## config.mk

```make
export PLATFORM = sky130hd
export DESIGN_NAME = fifo_uart_tx
export DESIGN_NICKNAME = d
export VERILOG_FILES = /design/src/rtl/fifo_uart_tx.sv
export SDC_FILE = /design/constraint.sdc
export NUM_CORES = 1
export LEC_CHECK = 0
export CAP_MARGIN = 20
export CORE_MARGIN = 3
export CORE_UTILIZATION = 56
export DETAILED_ROUTE_END_ITERATION = 8
export HOLD_SLACK_MARGIN = 0.12
export PLACE_DENSITY_LB_ADDON = 0.3
export SLEW_MARGIN = 15
export SYNTH_ARGS = -nofsm -noshare
export SYNTH_HDL_FRONTEND = slang
export SYNTH_SLANG_ARGS = --single-unit
```

## constraint.sdc

```tcl
create_clock -name clk -period 2.24 [get_ports clk]
set_input_delay 0.336 -clock clk [delete_from_list [all_inputs] [get_ports clk]]
set_output_delay 0.336 -clock clk [all_outputs]
set_load 0.005 [all_outputs]
```

## src/rtl/fifo_uart_tx.sv

```systemverilog
// UART transmitter that drains a synchronous FIFO, popping one entry per frame
// and sending frames back-to-back while data remains and transmit is enabled.
module fifo_uart_tx #(
  parameter int DATA_BITS = 8,
  parameter int BAUD_DIV  = 868,
  parameter int PARITY    = 0,
  parameter int STOP_BITS = 1
) (
  input  logic                 clk,
  input  logic                 rst_n,
  input  logic                 en,
  input  logic [DATA_BITS-1:0] fifo_data,
  input  logic                 fifo_empty,
  output logic                 fifo_en_r,
  output logic                 tx,
  output logic                 busy,
  output logic                 frame_done
);

  localparam int CW = (BAUD_DIV > 1) ? $clog2(BAUD_DIV) : 1;
  localparam logic [CW-1:0] CNT_MAX = CW'(BAUD_DIV - 1);

  typedef enum logic [2:0] {
    S_IDLE,
    S_START,
    S_DATA,
    S_PARITY,
    S_STOP
  } state_t;

  state_t               state_q, state_d;
  logic [CW-1:0]        cnt_q, cnt_d;
  logic [3:0]           bit_q, bit_d;
  logic [DATA_BITS-1:0] shift_q, shift_d;
  logic                 par_q, par_d;
  logic                 tx_q, tx_d;
  logic                 pop_q, pop_d;
  logic                 busy_q, busy_d;
  logic                 done_q, done_d;

  logic start_ok, tick, last_stop, load;

  always_comb begin
    state_d   = state_q;
    cnt_d     = cnt_q;
    bit_d     = bit_q;
    shift_d   = shift_q;
    par_d     = par_q;
    tx_d      = tx_q;
    busy_d    = busy_q;
    pop_d     = 1'b0;
    load      = 1'b0;
    start_ok  = en && !fifo_empty;
    tick      = (cnt_q == '0);
    last_stop = (state_q == S_STOP) && (bit_q == 4'(STOP_BITS - 1));
    // Registered pulse: raised on the edge entering the final cycle of the last stop bit.
    done_d    = last_stop && (cnt_q == CW'(1));

    if (state_q != S_IDLE) cnt_d = tick ? CNT_MAX : cnt_q - CW'(1);

    case (state_q)
      S_IDLE: begin
        if (start_ok) load = 1'b1;
      end
      S_START: begin
        if (tick) begin
          tx_d    = shift_q[0];
          bit_d   = '0;
          state_d = S_DATA;
        end
      end
      S_DATA: begin
        if (tick) begin
          if (bit_q == 4'(DATA_BITS - 1)) begin
            if (PARITY != 0) begin
              tx_d    = par_q;
              state_d = S_PARITY;
            end else begin
              tx_d    = 1'b1;
              bit_d   = '0;
              state_d = S_STOP;
            end
          end else begin
            shift_d = shift_q >> 1;
            tx_d    = shift_q[1];
            bit_d   = bit_q + 4'd1;
          end
        end
      end
      S_PARITY: begin
        if (tick) begin
          tx_d    = 1'b1;
          bit_d   = '0;
          state_d = S_STOP;
        end
      end
      S_STOP: begin
        if (tick) begin
          if (last_stop) begin
            if (start_ok) begin
              load = 1'b1;
            end else begin
              state_d = S_IDLE;
              busy_d  = 1'b0;
              tx_d    = 1'b1;
              cnt_d   = '0;
              bit_d   = '0;
            end
          end else begin
            bit_d = bit_q + 4'd1;
          end
        end
      end
      default: state_d = S_IDLE;
    endcase

    if (load) begin
      shift_d = fifo_data;
      par_d   = (PARITY == 1) ? ~^fifo_data : ^fifo_data;
      pop_d   = 1'b1;
      tx_d    = 1'b0;
      busy_d  = 1'b1;
      cnt_d   = CNT_MAX;
      bit_d   = '0;
      state_d = S_START;
    end
  end

  always_ff @(posedge clk) begin
    if (!rst_n) begin
      state_q <= S_IDLE;
      cnt_q   <= '0;
      bit_q   <= '0;
      shift_q <= '0;
      par_q   <= 1'b0;
      tx_q    <= 1'b1;
      pop_q   <= 1'b0;
      busy_q  <= 1'b0;
      done_q  <= 1'b0;
    end else begin
      state_q <= state_d;
      cnt_q   <= cnt_d;
      bit_q   <= bit_d;
      shift_q <= shift_d;
      par_q   <= par_d;
      tx_q    <= tx_d;
      pop_q   <= pop_d;
      busy_q  <= busy_d;
      done_q  <= done_d;
    end
  end

  assign fifo_en_r  = pop_q;
  assign tx         = tx_q;
  assign busy       = busy_q;
  assign frame_done = done_q;

endmodule

```

==> impl_results.md <==
* Status: completed
* Ys flop type: dfxtp_1
* Synthesis Warnings at 0
* Critical path type: register to register
* Post-synthesis compound-gate area fraction at 20.13%
* DRT Pass-1 Iters at 5
* Layout cells sized above 1 at between 10% and 20%
* DRC viols at 0
* NetSw at 0.0004554 W
* Detailed-route wire length per cell at roughly 16 µm
* Syn Area/Cell at 8.321 µm²
* Power Density at 780.4 mW/mm²
* Syn nets at ~210
* Switching Fraction at ~31%
* Antenna violations before repair at 0
* Number of global-route vias before repair at 1412
* Worst Hold Class: register to register
* Final slew viol count at 0
* Synth cell types at between 40 and 50
* Inst Count DP at ~230
* Setup-failing EPs final at 0
* # diodes at 0
* First-pass GRT wire length at about 6.5 mm
* Gr usage total at between 20 and 25%
* Synthesized area at 0.001573 mm²
* Area Growth Syn to Fin at 19.41%
* Die H at around 60 µm
* Clock power frac at between 30% and 40%
* Clk buf depth at 2
* Die area at between 0.003 and 0.004 mm²
* RSZ-0062 raised after global routing: false
* Skew final at 0.01190 ns
* Synth top cells by count: dfxtp_1, nand2_1, o21ai_0
* Iteration-0 DRC Markers at 79
* Mux cell area share after synthesis at 0%
* Async SR Flop Fraction at 0%
* CP max-delay cell: or4_1
* Hold_buf cts at 0
* CP arrival at about 2.3 ns
* Crit-path cells: nor4_4 > nand3_4 > or4_1 > nand2_1 > a31oi_1
* Worst-path fanout max at 8
* GPL Wtd Cong at ~0.9
* Worst Path Buf+Inv at 0
* Cts bufs inserted at 5
* Setup ws final at approximately 0.14 ns
* Count leader, synth: dfxtp_1
* Setup_tns at 0 ns
* Critical Path Start Type: register
* Fin nets at about 230
* Fmax at between 400 and 500 MHz
* Post-Synthesis Cells at between 150 and 200
* Clk Latency, worst-skew pair at roughly 0.34 ns
* ANT nets after route at 0
* WL final at slightly below 4 mm
* I/O pin count at 16
* H-tree depth at 2
* Port Buffers at 15
* Max incr delay on CP at 0.69 ns
* Ratio of final minimum period to clock period at 93.94%
* Multi-input gate area at 942.2 µm²
* Register area share after synthesis at between 30% and 40%
* Final Hold Fails at 0
* # rows at 18
* Top cells by area, synth: dfxtp_1, nand2_1, o21ai_0
* Largest family of logic cells by synthesized area: simple AND/OR/NAND/NOR gates
* Comb pwr share at roughly a quarter
* Post-synth EDFFs at 0
* Total number of vias at around 1.5k
* Slew at the pin with the worst max-slew slack at 0.5787 ns
* Core Area at approximately 0.0026 mm²
* Area leader, netlist: dfxtp_1
* CP top delay family: simple AND/OR/NAND/NOR gates
* Die X at 59.00 µm
* Max Cap Viol at 0
* Clk sink count at 29
* Req. time, crit path at 2.44 ns
* Fill count at roughly 190
* Grt total ovfl at 0
* Simple-gate share of the synthesized area at approximately a third
* Largest net degree at the start of global routing at 16
* XOR/XNOR Fraction of Synth Area at roughly 3.3%
* Clk slew on worst S/H paths at approximately 0.1 ns
* Root buffer cell: clkbuf_4
* Reg area at around 580 µm²
* Worst setup EP type: register
* Dpl ws at between 0.1 and 0.15 ns
* Lkg Pwr at 0.6677 nW
* Initial core utilization at about three fifths
* Synth Area in Adders at under 10%
* Worst slew margin at between 60% and 70%
* Vias/cell at 6.354
* CTS tree: done
* Top-area cell type share of the netlist area at a little under two fifths
* VDD IR-drop max at between 600 and 700 µV
* Min Tclk post-route at between 2 and 2.5 ns
* Synth Register Bits at 29
* Pint at between 0.001 and 0.0015 W
* Post-DP HPWL at around 2.7 mm
* Seq pwr share at between 40% and 50%
* Fin cells at between 200 and 250
==> routing by layer <==
metal  global-route usage (%)  part of all wire [%]
met1                    32.88                    42
met5                        0                     0
met4                    10.36                   2.5
met3                    6.754                   9.9
met2                    38.01                    46
==> power by group through the flow <==
stage                     Clock (W)  Combinational, W  Sequential (W)
after detailed placement          0          0.000357        0.000635
after global routing       0.000482          0.000427        0.000633
after CTS                  0.000457          0.000361        0.000624
after floorplan                   0          0.000262        0.000622
after global placement            0          0.000345        0.000630
final                      0.000453          0.000387        0.000625
==> worst register-to-register path: cells and delay by family (launching register included) <==
kind,cells,cell delay [ns]
simple gates,4,1.49
flops,1,0.40
compound gates,1,0.09
==> path summary, 6_finish.rpt <==
path                  from         end  slack, ns  cells after the start
setup reg to reg  cnt_q[2]  shift_q[3]       0.14                      5
hold reg to reg       busy        busy       0.47                      2
hold / removal        busy        busy       0.47                      2
setup / recovery  cnt_q[2]  shift_q[3]       0.14                      5
==> cells in the final DEF, fill, tap and decap left out, drive strengths merged, types with 3 or more instances in the layout <==
cell type	synthesis	final
dfxtp	29	29
nand2	24	24
o21ai	15	15
clkdlybuf4s50	0	15
nor2	13	13
nand3	10	10
a21oi	8	8
buf	1	8
nor3	7	7
clkbuf	6	7
inv	6	6
nor2b	6	6
a31oi	6	6
xor2	4	4
ha	4	4
nor4	4	4
o31ai	4	4
nor3b	3	3
nand3b	3	3
or4	3	3
a21boi	3	3
==> metrics by stage <==
stage          util, %   power, W  area (µm²)  hold slack (ns)
6_report         73.15   0.001466        1878           0.4730
5_1_grt          73.15   0.001541        1878           0.4991
4_1_cts          72.56   0.001442        1863           0.4748
3_5_place_dp     69.25  0.0009918        1778           0.4618
3_3_place_gp     69.25  0.0009759        1778           0.4518
2_1_floorplan        -  0.0008835        1573           0.4463
==> logic make-up after synthesis <==
family	Yosys count
compound gates	49
xor+xnor	6
fa+ha+maj	4
buf+inv	13
flops	29
simple gates	88
==> sequential cells by signal, summed over array words and instances (netlist names) <==
| signal | cells |
|---|---|
| frame_done | 1 |
| state_q | 3 |
| tx | 1 |
| cnt_q | 10 |
| bit_q | 4 |
| shift_q | 8 |
| busy | 1 |
| fifo_en_r | 1 |
==> layout make-up <==
type | count | share of cell area (%)
tap | 30 | 1.999
sequential | 29 | 30.91
clock buffer | 7 | 2.931
multi-input combinational | 147 | 50.17
timing repair buffer | 23 | 11.19
inverter | 6 | 1.199
clock inverter | 1 | 1.599
==> repair_timing <==
| item | 4_1_cts | 5_1_grt |
|---|---|---|
| setup buffers | 0 | 2 |
| endpoints found under the setup margin | 0 | 7 |
| resized for setup | 0 | 0 |
| endpoints found under the hold margin | 0 | 0 |
Note: power is estimated with default switching activity, not from simulation.
